`src/rtl/conv_loop_sequencer_if.sv`:
```
// ---------------------------------------------------------------------------
// conv_loop_sequencer_if
//   Bundles the four request/done handshakes between the convolution loop
//   sequencer and the units it drives.
//
//   Signals (master = sequencer, slave = the external units):
//     ld_w_req / ld_w_co / ld_w_ci / ld_w_done      weight loader
//     ld_i_req / ld_i_row / ld_i_ci / ld_i_done     input-row loader
//     comp_req / comp_row / comp_ci / comp_first /
//     comp_last / comp_done                         compute array
//     wr_o_req / wr_o_row / wr_o_co / wr_o_done     output writer
//
//   Parameter ROW_W sets the width of every row index.
// ---------------------------------------------------------------------------
interface conv_loop_sequencer_if #(
  parameter int ROW_W = 6
);
  // Weight loader
  logic             ld_w_req;
  logic [1:0]       ld_w_co;
  logic [1:0]       ld_w_ci;
  logic             ld_w_done;

  // Input-row loader
  logic             ld_i_req;
  logic [ROW_W-1:0] ld_i_row;
  logic [1:0]       ld_i_ci;
  logic             ld_i_done;

  // Compute array
  logic             comp_req;
  logic [ROW_W-1:0] comp_row;
  logic [1:0]       comp_ci;
  logic             comp_first;
  logic             comp_last;
  logic             comp_done;

  // Output writer
  logic             wr_o_req;
  logic [ROW_W-1:0] wr_o_row;
  logic [1:0]       wr_o_co;
  logic             wr_o_done;

  modport master (
    output ld_w_req, ld_w_co, ld_w_ci,
    input  ld_w_done,
    output ld_i_req, ld_i_row, ld_i_ci,
    input  ld_i_done,
    output comp_req, comp_row, comp_ci, comp_first, comp_last,
    input  comp_done,
    output wr_o_req, wr_o_row, wr_o_co,
    input  wr_o_done
  );

  modport slave (
    input  ld_w_req, ld_w_co, ld_w_ci,
    output ld_w_done,
    input  ld_i_req, ld_i_row, ld_i_ci,
    output ld_i_done,
    input  comp_req, comp_row, comp_ci, comp_first, comp_last,
    output comp_done,
    input  wr_o_req, wr_o_row, wr_o_co,
    output wr_o_done
  );
endinterface

```
`src/rtl/conv_loop_sequencer.sv`:
```
// ---------------------------------------------------------------------------
// conv_loop_sequencer
//   Top-level sequencer of the convolution engine. On an accepted start it
//   latches the channel-group configuration and walks the loop nest
//     co -> { weight loads for every ci,
//             row -> { (input-row load, compute) for every ci, write } }
//   issuing one handshake at a time to the external units, then pulses
//   end_conv for one cycle.
//
//   Ports:
//     clk, rst_n        clock (rising edge) and async active-low reset
//     start_conv        start request, only looked at while idle
//     cfg_ci, cfg_co    input / output channel groups minus one
//     busy              high from the first run cycle through DONE
//     end_conv          one-cycle completion pulse (DONE state)
//     bus               handshakes to the four external units (master side)
//
//   Parameters:
//     ROWS              feature rows per output channel group (>= 2)
//     ROW_W             width of the row index, clog2(ROWS)
// ---------------------------------------------------------------------------
module conv_loop_sequencer #(
  parameter int ROWS  = 64,
  parameter int ROW_W = 6
) (
  input  logic                   clk,
  input  logic                   rst_n,
  input  logic                   start_conv,
  input  logic [1:0]             cfg_ci,
  input  logic [1:0]             cfg_co,
  output logic                   busy,
  output logic                   end_conv,
  conv_loop_sequencer_if.master  bus
);

  typedef enum logic [2:0] {
    S_IDLE,
    S_LD_W,
    S_LD_I,
    S_COMP,
    S_WR,
    S_DONE
  } state_t;

  localparam logic [ROW_W-1:0] ROW_LAST = ROW_W'(ROWS - 1);

  state_t           r_state;
  logic [1:0]       r_co;
  logic [1:0]       r_ci;
  logic [ROW_W-1:0] r_row;
  logic [1:0]       r_cfg_ci;
  logic [1:0]       r_cfg_co;

  state_t           w_state_nxt;
  logic [1:0]       w_co_nxt;
  logic [1:0]       w_ci_nxt;
  logic [ROW_W-1:0] w_row_nxt;
  logic             w_latch_cfg;

  // State, loop counters and the configuration captured at start.
  always_ff @(posedge clk or negedge rst_n) begin
    if (!rst_n) begin
      r_state  <= S_IDLE;
      r_co     <= '0;
      r_ci     <= '0;
      r_row    <= '0;
      r_cfg_ci <= '0;
      r_cfg_co <= '0;
    end else begin
      r_state <= w_state_nxt;
      r_co    <= w_co_nxt;
      r_ci    <= w_ci_nxt;
      r_row   <= w_row_nxt;
      if (w_latch_cfg) begin
        r_cfg_ci <= cfg_ci;
        r_cfg_co <= cfg_co;
      end
    end
  end

  // Loop-nest walk. Each handshake state only reacts to its own done, so a
  // done arriving while another unit is being served has no effect.
  always_comb begin
    w_state_nxt = r_state;
    w_co_nxt    = r_co;
    w_ci_nxt    = r_ci;
    w_row_nxt   = r_row;
    w_latch_cfg = 1'b0;

    case (r_state)
      S_IDLE: begin
        if (start_conv) begin
          w_state_nxt = S_LD_W;
          w_co_nxt    = '0;
          w_ci_nxt    = '0;
          w_row_nxt   = '0;
          w_latch_cfg = 1'b1;
        end
      end
      S_LD_W: begin
        if (bus.ld_w_done) begin
          if (r_ci < r_cfg_ci) begin
            w_ci_nxt = r_ci + 2'd1;
          end else begin
            w_ci_nxt    = '0;
            w_row_nxt   = '0;
            w_state_nxt = S_LD_I;
          end
        end
      end
      S_LD_I: begin
        if (bus.ld_i_done) begin
          w_state_nxt = S_COMP;
        end
      end
      S_COMP: begin
        if (bus.comp_done) begin
          if (r_ci < r_cfg_ci) begin
            w_ci_nxt    = r_ci + 2'd1;
            w_state_nxt = S_LD_I;
          end else begin
            w_ci_nxt    = '0;
            w_state_nxt = S_WR;
          end
        end
      end
      S_WR: begin
        if (bus.wr_o_done) begin
          if (r_row < ROW_LAST) begin
            w_row_nxt   = r_row + 1'b1;
            w_state_nxt = S_LD_I;
          end else if (r_co < r_cfg_co) begin
            w_co_nxt    = r_co + 2'd1;
            w_row_nxt   = '0;
            w_state_nxt = S_LD_W;
          end else begin
            w_state_nxt = S_DONE;
          end
        end
      end
      S_DONE: begin
        w_state_nxt = S_IDLE;
      end
      default: begin
        w_state_nxt = S_IDLE;
      end
    endcase
  end

  // Requests decode from state alone; indices follow the counters at all
  // times. first/last are gated with the compute request so they read zero
  // whenever compute is not active (including straight out of reset).
  always_comb begin
    busy     = (r_state != S_IDLE);
    end_conv = (r_state == S_DONE);

    bus.ld_w_req = (r_state == S_LD_W);
    bus.ld_w_co  = r_co;
    bus.ld_w_ci  = r_ci;

    bus.ld_i_req = (r_state == S_LD_I);
    bus.ld_i_row = r_row;
    bus.ld_i_ci  = r_ci;

    bus.comp_req   = (r_state == S_COMP);
    bus.comp_row   = r_row;
    bus.comp_ci    = r_ci;
    bus.comp_first = (r_state == S_COMP) && (r_ci == 2'd0);
    bus.comp_last  = (r_state == S_COMP) && (r_ci == r_cfg_ci);

    bus.wr_o_req = (r_state == S_WR);
    bus.wr_o_row = r_row;
    bus.wr_o_co  = r_co;
  end

endmodule

```
`src/flat_wrapper.sv`:
```
// flat-port wrapper written by rule: the top's interface ports become plain ports
module conv_loop_sequencer_flat 
#(
  parameter int ROWS  = 64,
  parameter int ROW_W = 6
)
  (clk, rst_n, start_conv, cfg_ci, cfg_co, busy, end_conv, bus_ld_w_req, bus_ld_w_co, bus_ld_w_ci, bus_ld_w_done, bus_ld_i_req, bus_ld_i_row, bus_ld_i_ci, bus_ld_i_done, bus_comp_req, bus_comp_row, bus_comp_ci, bus_comp_first, bus_comp_last, bus_comp_done, bus_wr_o_req, bus_wr_o_row, bus_wr_o_co, bus_wr_o_done);
  conv_loop_sequencer_if #(.ROW_W(ROW_W)) bus_i ();
  input  logic clk;
  input  logic rst_n;
  input  logic start_conv;
  input  logic [1:0] cfg_ci;
  input  logic [1:0] cfg_co;
  output logic busy;
  output logic end_conv;
  output wire logic [$bits(bus_i.ld_w_req)-1:0] bus_ld_w_req;
  output wire logic [$bits(bus_i.ld_w_co)-1:0] bus_ld_w_co;
  output wire logic [$bits(bus_i.ld_w_ci)-1:0] bus_ld_w_ci;
  input wire logic [$bits(bus_i.ld_w_done)-1:0] bus_ld_w_done;
  output wire logic [$bits(bus_i.ld_i_req)-1:0] bus_ld_i_req;
  output wire logic [$bits(bus_i.ld_i_row)-1:0] bus_ld_i_row;
  output wire logic [$bits(bus_i.ld_i_ci)-1:0] bus_ld_i_ci;
  input wire logic [$bits(bus_i.ld_i_done)-1:0] bus_ld_i_done;
  output wire logic [$bits(bus_i.comp_req)-1:0] bus_comp_req;
  output wire logic [$bits(bus_i.comp_row)-1:0] bus_comp_row;
  output wire logic [$bits(bus_i.comp_ci)-1:0] bus_comp_ci;
  output wire logic [$bits(bus_i.comp_first)-1:0] bus_comp_first;
  output wire logic [$bits(bus_i.comp_last)-1:0] bus_comp_last;
  input wire logic [$bits(bus_i.comp_done)-1:0] bus_comp_done;
  output wire logic [$bits(bus_i.wr_o_req)-1:0] bus_wr_o_req;
  output wire logic [$bits(bus_i.wr_o_row)-1:0] bus_wr_o_row;
  output wire logic [$bits(bus_i.wr_o_co)-1:0] bus_wr_o_co;
  input wire logic [$bits(bus_i.wr_o_done)-1:0] bus_wr_o_done;
  assign bus_ld_w_req = bus_i.ld_w_req;
  assign bus_ld_w_co = bus_i.ld_w_co;
  assign bus_ld_w_ci = bus_i.ld_w_ci;
  assign bus_i.ld_w_done = bus_ld_w_done;
  assign bus_ld_i_req = bus_i.ld_i_req;
  assign bus_ld_i_row = bus_i.ld_i_row;
  assign bus_ld_i_ci = bus_i.ld_i_ci;
  assign bus_i.ld_i_done = bus_ld_i_done;
  assign bus_comp_req = bus_i.comp_req;
  assign bus_comp_row = bus_i.comp_row;
  assign bus_comp_ci = bus_i.comp_ci;
  assign bus_comp_first = bus_i.comp_first;
  assign bus_comp_last = bus_i.comp_last;
  assign bus_i.comp_done = bus_comp_done;
  assign bus_wr_o_req = bus_i.wr_o_req;
  assign bus_wr_o_row = bus_i.wr_o_row;
  assign bus_wr_o_co = bus_i.wr_o_co;
  assign bus_i.wr_o_done = bus_wr_o_done;
  conv_loop_sequencer #(.ROWS(ROWS), .ROW_W(ROW_W)) u_core (.clk(clk), .rst_n(rst_n), .start_conv(start_conv), .cfg_ci(cfg_ci), .cfg_co(cfg_co), .busy(busy), .end_conv(end_conv), .bus(bus_i));
endmodule
```
`config.mk`:
```
export PLATFORM = sky130hd
export DESIGN_NAME = conv_loop_sequencer_flat
export DESIGN_NICKNAME = d
export VERILOG_FILES = /design/src/rtl/conv_loop_sequencer_if.sv /design/src/rtl/conv_loop_sequencer.sv /design/src/flat_wrapper.sv
export SDC_FILE = /design/constraint.sdc
export NUM_CORES = 1
export LEC_CHECK = 0
export CORE_UTILIZATION = 25
export DETAILED_ROUTE_END_ITERATION = 8
export HOLD_SLACK_MARGIN = 0.1
export PLACE_DENSITY_LB_ADDON = 0.2
export SLEW_MARGIN = 5
export SYNTH_ARGS = -nofsm -noshare
export SYNTH_HDL_FRONTEND = slang
export SYNTH_SLANG_ARGS = --single-unit
```
`constraint.sdc`:
```
create_clock -name clk -period 1.9 [get_ports clk]
set_clock_uncertainty 0.15 [all_clocks]
set_input_delay 0.38 -clock clk [delete_from_list [all_inputs] [get_ports clk]]
set_output_delay 0.38 -clock clk [all_outputs]
set_load 0.01 [all_outputs]
```
==> results of run 1 <==
[stage by stage]
step / std cells / utilization [%] / power [mW]
6_report: 268 / 41.5 / 2.20
5_1_grt: 268 / 41.5 / 2.39
4_1_cts: 263 / 39.7 / 2.11
3_5_place_dp: 258 / 38.4 / 1.81
3_3_place_gp: 258 / 38.4 / 1.80
2_1_floorplan: 143 / - / 1.27
[registers in the layout (all words and copies together), names as in the netlist]
signal,count
u_core.bus.comp_row,6
u_core.r_state,3
u_core.bus.comp_ci,2
u_core.bus.ld_w_co,2
u_core.r_cfg_ci,2
u_core.r_cfg_co,2
[worst max path at each step]
stage                      startpoint                     end  slack (ps)
3_5_place_dp            bus_ld_w_done  u_core.bus.comp_row[2]        -160
2_1_floorplan  u_core.bus.comp_row[0]   u_core.bus.ld_w_co[1]          10
5_1_grt         u_core.bus.comp_ci[1]  u_core.bus.comp_row[2]         -80
6_report            u_core.r_state[2]  u_core.bus.comp_row[4]         -20
4_1_cts             u_core.r_state[2]                    busy         -90
3_3_place_gp            bus_ld_w_done  u_core.bus.comp_row[2]        -160
[metal layers]
layer	up-vias	part of all wire, %	GRT usage [%]
met5	-	0	0
met4	0	1.4	4.49
met3	5	4.9	2.06
met2	40	48	22.9
met1	578	45	16.5
li1	602	-	-
[cells in the final DEF (no fill, tap or decap), types with 4 or more instances in the layout]
master / synthesis / final
a21oi_1: 8 / 6
buf_4: 19 / 26
buf_6: 1 / 6
clkdlybuf4s50_1: 0 / 35
dfrtp_1: 17 / 17
ha_1: 5 / 4
inv_1: 7 / 6
nand2_1: 13 / 13
nand3_1: 4 / 4
nor2_1: 9 / 9
o21ai_1: 6 / 6
[cells in the mapped netlist (2+ instances only)]
cell	n	area (sq um)
buf_4	19	143
dfrtp_1	17	425
nand2_1	13	48.8
nor2_1	9	33.8
a21oi_1	8	40.0
inv_1	7	26.3
o21ai_1	6	30.0
ha_1	5	62.6
nand3_1	4	20.0
and3_1	3	18.8
mux2_2	3	33.8
mux2i_1	3	30.0
nor2b_1	3	18.8
nor3_1	3	15.0
o31ai_1	3	22.5
a31oi_1	2	12.5
and2_1	2	12.5
clkbuf_1	2	7.51
nand2b_1	2	12.5
nor3_2	2	20.0
o211ai_1	2	15.0
o21ai_0	2	10.0
o22ai_1	2	12.5
or3_1	2	12.5
[final cells by class]
type	instances	area [sq um]	area share, %
flip-flops and latches	17	425	21.3
repair buffers	76	686	34.3
multi-input cells	95	717	35.9
inverters	9	38.8	1.94
clock inverters	1	5.00	0.251
clock buffers	3	41.3	2.07
well taps	67	83.8	4.20
[cells by family (layout without fill, tap and decap cells)]
group / count (synthesis) / count (layout) / synth area share (%)
AOI/OAI and AO/OA: 35 / 35 / 19.8
xor gates and xnor gates: 1 / 1 / 0.683
adders and majority gates: 5 / 5 / 4.88
buffers and inverters: 31 / 89 / 15.6
DFF: 17 / 17 / 33.2
muxes: 6 / 6 / 4.98
and+or+nand+nor: 48 / 48 / 20.9
[repair_timing]
| item | 4_1_cts | 5_1_grt |
|---|---|---|
| gates resized for setup | 26 | 25 |
| setup buffers | 1 | 5 |
| hold buffers | 0 | 0 |
| pin swaps | 1 | 7 |
| setup endpoints to repair | 9 | 14 |
[worst max-delay path, delay by kind of cell, from the launching register on]
family / cells / cell delay (ps)
AOI/OAI and AO/OA: 2 / 480
DFF: 1 / 410
muxes: 1 / 320
buffers and inverters: 2 / 230
and+or+nand+nor: 2 / 210
[where the power goes]
group | total [mW] | internal (mW) | switching [mW] | leakage [nW]
logic | 1.41 | 0.739 | 0.669 | 0.702
registers | 0.512 | 0.457 | 0.0550 | 0.224
clock network | 0.280 | 0.146 | 0.134 | 0.0255
==> results.md, run 1 <==
- Slew HR: 77.6%
- Final Slew Violations: 0
- Ys flop type: dfrtp_1
- R2R Path Start: u_core.r_state[2]
- Clock Latency Late Sink: ~260 ps
- Die Wd: about 74 microns
- CTS clock-pin slew for the worst setup and hold paths: 70 ps
- Final worst slack: -22.0 ps
- Vias per cell: ~4.6
- Reg2reg setup slack: -20 ps
- Vias in the first global route: approximately 1200
- Row cnt: 25
- CTS tree: done
- Final Hold Viols: 0
- Final Instance Area: roughly 0.002 sq mm
- ANT nets after route: 0
- Worst EP required: between 1500 and 2000 ps
- I/O pins: 47
- Starting Density: about a quarter
- Final count of negative-setup-slack endpoints: 3
- Mapped Area: approximately 0.0013 sq mm
- Die ar.: 0.00542 sq mm
- Fraction of registers with async set/reset: 100%
- Drt first-iter violations: 83
- Hold WC Path Type: in -> async
- Crit start category: register
- PortBufs: 46
- Setup WS pre-CTS: -164 ps
- Crit. End Element: register
- Total routed wirelength: about 3300 microns
- Core Region: between 0.004 and 0.005 sq mm
- Failing checks: setup timing
- GRT Total Usage: 13.2%
- Area after DPL: around 0.0018 sq mm
- Setup tns final: -28.0 ps
- Share of cells above drive strength 1: 33.3%
- Initial antenna violation count: 0
- Ant. Diodes: 0
- Routability Congestion: roughly 0.85
- CTS buffer count: 3
- Largest net degree at the start of global routing: 18
- Die height: 73.6 microns
- Reg-to-Reg End: u_core.bus.comp_row[4]
- Final HPWL DP: 2630 microns
- Fin crit share: 101%
- Wire per inst: around 12 microns
- Synth Instances: 143
- Total gr overflow: 0
- Htree depth: 1
- Clock Tree Buf Depth: 2
- R2R depth: 7
- Root Driver: clkbuf_8
- Vias: 1225
- Maximum fanout along the worst path: 7
- Post-synth EDFFs: 0
- Status: finished, violations left
- Area Growth Syn to Fin: 55.7%
- Fmax: between 500 and 600 MHz
- Syn_area_per_cell: around 9.0 sq um
- Router iterations before antenna repair: 4
- First-pass GRT wire length: 5470 microns
- CTS sink cnt: 17
- Min cycle time layout: slightly below 2000 ps
- Register bit total from synthesis: 17
- Distinct cells, synth: 43
- Crit path DAT: 1920 ps
- Slowest-stage cell, CP: dfrtp_1
- WHS: ~310 ps
- Crit path kind: reg -> reg
- Register area share after synthesis: ~33%
- Net Count, Synth: 159
- Cells along the critical path: buf_6, buf_4, mux2_2, nand2_1, o31a_1, nor2_1, a2bb2oi_2
- Nets@finish: 218
- Slowest cell delay on critical path: 410 ps
- Pwr dens: 1100 mW/mm^2
- Lkg Pwr: 0.952 nW
- Max VDD drop: between 0.0006 and 0.0007 V
- Synth Warn #: 0
- RSZ-0062 raised after global routing: yes
- DRC Markers: 0
- Max-Cap Viols: 0
- Worst slew pin tran: around 340 ps
- Fillers: between 500 and 600
No activity file was read; power rests on OpenSTA's default activity.
==> inputs of run 2 (changes only) <==
--- a/config.mk
+++ b/config.mk
@@ -5,10 +5,12 @@
 export SDC_FILE = /design/constraint.sdc
 export NUM_CORES = 1
 export LEC_CHECK = 0
+export CAP_MARGIN = 20
 export CORE_UTILIZATION = 25
 export DETAILED_ROUTE_END_ITERATION = 8
 export HOLD_SLACK_MARGIN = 0.1
-export PLACE_DENSITY_LB_ADDON = 0.2
+export PLACE_DENSITY = 0.56
+export SKIP_CTS_REPAIR_TIMING = 1
 export SLEW_MARGIN = 5
 export SYNTH_ARGS = -nofsm -noshare
 export SYNTH_HDL_FRONTEND = slang
==> run 2 against run 1 <==
  * The run still ends with setup timing left
  * Non-clock buffer count up 3
  * Sequential power hardly changed
  * Sequential share of layout area down 0.28 points
  * Cell count up 1.1%
  * Global-route usage is 0.40 points lower
  * Combinational power about the same
  * Clock power about the same
  * Power increased by 1.4%
  * Die area is the same
  * Highest routed layer unchanged
==> results.md, run 2 (synthesis results as in run 1) <==
- Status: finished, violations left
- Failing checks: setup timing
- Launch point of the critical path: u_core.bus.comp_ci[1]
- Lkg Pwr: 1.01 nW (+6.1%)
- Total routed wirelength: 3230 microns (-3.3%)
- RSZ-0062 raised after global routing: yes
- Commonest non-fill, non-tap cell in the layout: clkdlybuf4s50_1
- First-pass GRT wire length: 5350 microns (-2.1%)
- CTS clock-pin slew for the worst setup and hold paths: 70 ps (about the same)
- Area Growth Syn to Fin: 57.8%
- R2R Path Start: u_core.bus.comp_ci[1]
- Router iterations before antenna repair: 5 (+1)
- Min cycle time layout: 1930 ps (+8.00 ps)
- Clock Latency Late Sink: 250 ps (about the same)
- Nets@finish: 221 (+1.4%)
- GRT Total Usage: 12.8% (-0.40 points)
- Die height: 73.6 microns (unchanged)
- Max-Cap Viols: 0 (unchanged)
- Core Region: 0.00482 sq mm (unchanged)
- Drt first-iter violations: 66 (-20%)
- I/O pins: 47 (unchanged)
- Final worst slack: -30.0 ps (-8.00 ps)
- PortBufs: 46 (unchanged)
- CTS tree: done
- Starting Density: 26.6% (unchanged)
- Pwr dens: 1100 mW/mm^2 (about the same)
- Die Wd: 73.6 microns (unchanged)
- Final core occ: 42.0% (+0.55 points)
- Logic gate share of total power: 64.3% (+0.3 points)
- Fin crit share: 102% (+0.42 points)
- Final count of negative-setup-slack endpoints: 1 (-2)
- Root Driver: clkbuf_8
- Worst EP required: 1880 ps (-20 ps)
- Die ar.: 0.00542 sq mm (unchanged)
- Final HPWL DP: 2510 microns (-4.3%)
- Htree depth: 1 (unchanged)
- Crit path kind: reg -> reg
- Vias in the first global route: 1136 (-7.1%)
- Max FFs per register: 6 (unchanged)
- Cells along the critical path: ha_4, nor2b_4, o21bai_4, o31a_1, o31ai_2, o31ai_1
- Maximum fanout along the worst path: 7 (unchanged)
- Clock Tree Buf Depth: 2 (unchanged)
- Most frequent cells in the layout: 35 x clkdlybuf4s50_1, 32 x buf_4, 17 x dfrtp_1
- Worst slew pin tran: 333 ps (-2.93 ps)
- Final Total Pwr: 2.23 mW (+1.4%)
- Slowest cell delay on critical path: 420 ps (about the same)
- Fillers: 502 (-0.20%)
- Fmax: 518 MHz (-0.41%)
- Sequential power share: 23.1% (-0.2 points)
- Vias: 1203 (-1.8%)
- Largest net degree at the start of global routing: 18 (unchanged)
- Total gr overflow: 0 (unchanged)
- Hold WC Path Type: in -> async
- ANT nets after route: 0 (unchanged)
- CTS buffer count: 3 (unchanged)
- Max VDD drop: 0.000428 V (-31%)
- Final Slew Violations: 0 (unchanged)
- Initial antenna violation count: 0 (unchanged)
- Slew HR: 77.8% (+0.20 points)
- Crit start category: register
- Routability Congestion: 0.805 (-5.4%)
- Clk network pwr share: 12.6% (about the same)
- Share of cells above drive strength 1: 32.4% (-0.98 points)
- Net Sw Frac: 38.7% (-0.35 points)
- Crit path DAT: 1910 ps (about the same)
- Setup WS pre-CTS: -198 ps (-33.9 ps)
- DRC Markers: 0 (unchanged)
- Vias per cell: 4.44 (-2.9%)
- Int Pwr: 1.37 mW (+1.9%)
- Crit. End Element: register
- CTS sink cnt: 17 (unchanged)
- Final Hold Viols: 0 (unchanged)
- Slowest-stage cell, CP: dfrtp_1
- Ant. Diodes: 0 (unchanged)
- Wire per inst: 11.9 microns (-4.3%)
- Net Sw Power: 0.862 mW (+0.46%)
- Row cnt: 25 (unchanged)
==> run 2: cell types whose count changed in the layout (fill, tap and decap cells not counted), sizes merged <==
cell	delta
dlymetal6s2s	+4
clkinv	-2
clkbuf	+1
clkdlybuf4s15	-1
inv	+1
==> run 2: worst paths after layout <==
check	end	slack (ps)	cells after the start
worst max-delay path	u_core.bus.comp_row[2]	-30	6
worst min-delay path	u_core.bus.comp_row[4]	310	2
max in group asynchronous	u_core.r_state[1]	1090	2
min in group clk	u_core.r_cfg_co[0]	390	1
worst max register to register	u_core.bus.comp_row[2]	-30	6
worst min register to register	u_core.r_cfg_co[0]	390	1
==> run 2: area by class of cell <==
cell class | count | area [sq um] | area share, %
well taps | 67 | 83.8 | 4.14
clock buffers | 4 | 45.0 | 2.23
repair buffers | 79 | 716 | 35.4
multi-input cells | 95 | 714 | 35.3
inverters | 9 | 38.8 | 1.92
flip-flops and latches | 17 | 425 | 21.0
==> run 2: metrics by stage <==
stage | TNS [ps] | hold WS (ps) | instance area (sq um) | std cells
5_1_grt | -362 | 331 | 2020 | 271
6_report | -30.0 | 307 | 2020 | 271
2_1_floorplan | 0 | -65.6 | 1280 | 143
3_3_place_gp | -769 | 351 | 1890 | 264
4_1_cts | -2510 | 318 | 1940 | 268
3_5_place_dp | -851 | 362 | 1890 | 264
==> run 2: critical path, delay by kind of cell (launching register included) <==
kind	cells	cell delay (ps)
flops	1	420
simple gates	1	170
compound gates	4	780
fa+ha+maj	1	280
==> run 2: power by group through the flow <==
stage | clock, mW | combinational [mW] | sequential, mW
floorplan | 0 | 0.746 | 0.525
global placement | 0 | 1.36 | 0.508
detailed placement | 0 | 1.37 | 0.511
CTS | 0.287 | 1.37 | 0.505
global route | 0.300 | 1.59 | 0.526
finish | 0.281 | 1.43 | 0.514
==> run 2: routing by layer <==
metal | GRT usage (%) | vias to the layer above | share of wire [%]
met4 | 3.85 | 0 | 0.53
met3 | 2.61 | 2 | 3.6
met2 | 19.5 | 29 | 46
li1 | - | 610 | -
met5 | 0 | - | 0
met1 | 18.2 | 562 | 50
==> inputs of run 3 (changes only) <==
--- a/config.mk
+++ b/config.mk
@@ -6,10 +6,10 @@
 export NUM_CORES = 1
 export LEC_CHECK = 0
 export CAP_MARGIN = 20
-export CORE_UTILIZATION = 25
+export CORE_UTILIZATION = 40
 export DETAILED_ROUTE_END_ITERATION = 8
 export HOLD_SLACK_MARGIN = 0.1
-export PLACE_DENSITY = 0.56
+export PLACE_DENSITY = 0.8
 export SKIP_CTS_REPAIR_TIMING = 1
 export SLEW_MARGIN = 5
 export SYNTH_ARGS = -nofsm -noshare
==> run 3 against run 2 <==
  * The run still ends with setup timing left
  * First-iteration DRC count fell by 73%
  * Sequential cell count did not move
  * Combinational power rose by 3%
  * Worst setup slack got worse by 120 ps
  * Sequential power barely moved
  * Die area fell by 37%
  * Cell area fell by 0.99%
  * Sequential share of layout area rose by 0.40 points
  * Worst hold slack got worse by 65 ps
  * Non-clock buffer count did not move
  * Via count rose by 6.2%
  * Critical path type is now reg -> out
  * Critical endpoint is now bus_wr_o_req
==> results.md, run 3 (synthesis results as in run 1) <==
- Min cycle time layout: 2050 ps (+116 ps)
- Final worst slack: -146 ps (-116 ps)
- Pwr dens: 1090 mW/mm^2 (-1.0%)
- Slew HR: 77.6% (-0.23 points)
- Final Hold Viols: 0 (unchanged)
- Die height: 58.6 microns (-20%)
- Worst slew pin tran: 337 ps (+3.39 ps)
- GRT Total Usage: 19.9% (+7.1 points)
- Slowest cell delay on critical path: 460 ps (+40 ps)
- Wire per inst: 14.0 microns (+17%)
- Share of cells above drive strength 1: 35.3% (+2.9 points)
- WHS: 242 ps (-64.9 ps)
- Status: finished, violations left
- Vias in the first global route: 1204 (+6.0%)
- Max-Cap Viols: 0 (unchanged)
- Die ar.: 0.00344 sq mm (-37%)
- Fillers: 260 (-48%)
- Most frequent cells in the layout: 27 x buf_4, 25 x clkdlybuf4s50_1, 15 x dlymetal6s2s_1
- Placed Cells: 237 (-10%)
- Failing checks: setup timing
- ANT nets after route: 0 (unchanged)
- Max FFs per register: 6 (unchanged)
- Core Region: 0.00305 sq mm (-37%)
- Worst EP required: 1370 ps (-510 ps)
- Root Driver: clkbuf_4
- CTS sink cnt: 17 (unchanged)
- Crit path DAT: 1520 ps (-390 ps)
- Cells along the critical path: buf_6, inv_2, or3_4, inv_6, clkbuf_2
- Ant. Diodes: 0 (unchanged)
- Total routed wirelength: 3460 microns (+7.2%)
- Crit. End Element: primary output
- Fin cells: 248 (-8.5%)
- Setup WS pre-CTS: -161 ps (+36.7 ps)
- Initial antenna violation count: 0 (unchanged)
- Largest net degree at the start of global routing: 18 (unchanged)
- First-pass GRT wire length: 5190 microns (-3.1%)
- R2R depth: 7 (+1)
- CTS tree: done
- Slowest-stage cell, CP: dfrtp_1
- Clock Tree Buf Depth: 2 (unchanged)
- Reg2reg setup slack: -110 ps (-80 ps)
- Vias: 1278 (+6.2%)
- Max VDD drop: 0.000842 V (+97%)
- Row cnt: 20 (-20%)
- Crit start category: register
- Total gr overflow: 0 (unchanged)
- Drt first-iter violations: 18 (-73%)
- Register Area: 429 sq um (+0.88%)
- Starting Density: 42.0% (+15 points)
- Clock Latency Late Sink: 300 ps (+50 ps)
- Final core occ: 65.6% (+24 points)
- Setup tns final: -491 ps (-461 ps)
- Final Slew Violations: 0 (unchanged)
- Hold WC Path Type: in -> async
- Footprint of the multi-input gates: 714 sq um (unchanged)
- Die Wd: 58.6 microns (-20%)
- Fin crit share: 108% (+6.1 points)
- Crit path kind: reg -> out
- Area Growth Syn to Fin: 56.2%
- Final Instance Area: 0.00200 sq mm (-0.99%)
- Router iterations before antenna repair: 4 (-1)
- DRC Markers: 0 (unchanged)
- Final Total Pwr: 2.19 mW (-2.0%)
- Lkg Pwr: 1.16 nW (+15%)
- Vias per cell: 5.15 (+16%)
- Final HPWL DP: 2530 microns (+0.42%)
- Final count of negative-setup-slack endpoints: 7 (+6)
- RSZ-0062 raised after global routing: yes
- Reg-to-Reg End: u_core.bus.comp_row[2]
- PortBufs: 46 (unchanged)
- CTS buffer count: 3 (unchanged)
- R2R Path Start: u_core.bus.comp_ci[1]
- Area after DPL: 0.00183 sq mm (-3.1%)
- Fmax: 489 MHz (-5.7%)
- CTS clock-pin slew for the worst setup and hold paths: 110 ps (+40 ps)
- I/O pins: 47 (unchanged)
- Routability Congestion: 0.834 (+3.6%)
- Commonest non-fill, non-tap cell in the layout: buf_4
- Nets@finish: 221 (unchanged)
- Maximum fanout along the worst path: 3 (-4)
- Htree depth: 1 (unchanged)
## run 3: cell types whose count changed in the layout (fill, tap and decap cells not counted), sizes merged
cell	change
clkdlybuf4s50	-10
dlymetal6s2s	+8
clkbuf	+1
clkinv	+1
## run 3: final cells by class
type / instances / area share (%)
timing repair buffer: 79 / 36.9
sequential: 17 / 21.4
tap: 44 / 2.75
multi-input combinational: 95 / 35.7
inverter: 9 / 1.94
clock inverter: 1 / 0.250
clock buffer: 3 / 1.12
## run 3: critical path, delay by kind of cell (launching register included)
kind,cells,cell delay (ps)
buffers and inverters,4,340
and+or+nand+nor,1,400
DFF,1,460
## run 3: worst max-delay path by stage
stage                                 startpoint                      to  slack, ps  cells past startpoint
after CTS                      u_core.r_state[2]            bus_wr_o_req       -470                      4
after global routing           u_core.r_state[2]            bus_wr_o_req       -200                      5
after floorplan           u_core.bus.comp_row[0]   u_core.bus.ld_w_co[1]         10                      6
final                          u_core.r_state[2]            bus_wr_o_req       -150                      5
after detailed placement           bus_ld_w_done  u_core.bus.comp_row[2]       -160                      6
after global placement             bus_ld_w_done  u_core.bus.comp_row[2]       -130                      6
## run 3: power by group
group	internal (mW)	leakage (nW)	switching [mW]
Combinational	0.757	0.923	0.711
Sequential	0.456	0.219	0.0616
Clock	0.0786	0.0177	0.122
Total	1.29	1.16	0.894
## run 3: routing by layer
metal	part of all wire [%]	vias up	track usage (%)
met5	0	-	0
met4	0.78	0	3.40
met3	6.5	5	5.49
met2	52	52	37.6
met1	41	615	22.6
li1	-	606	-
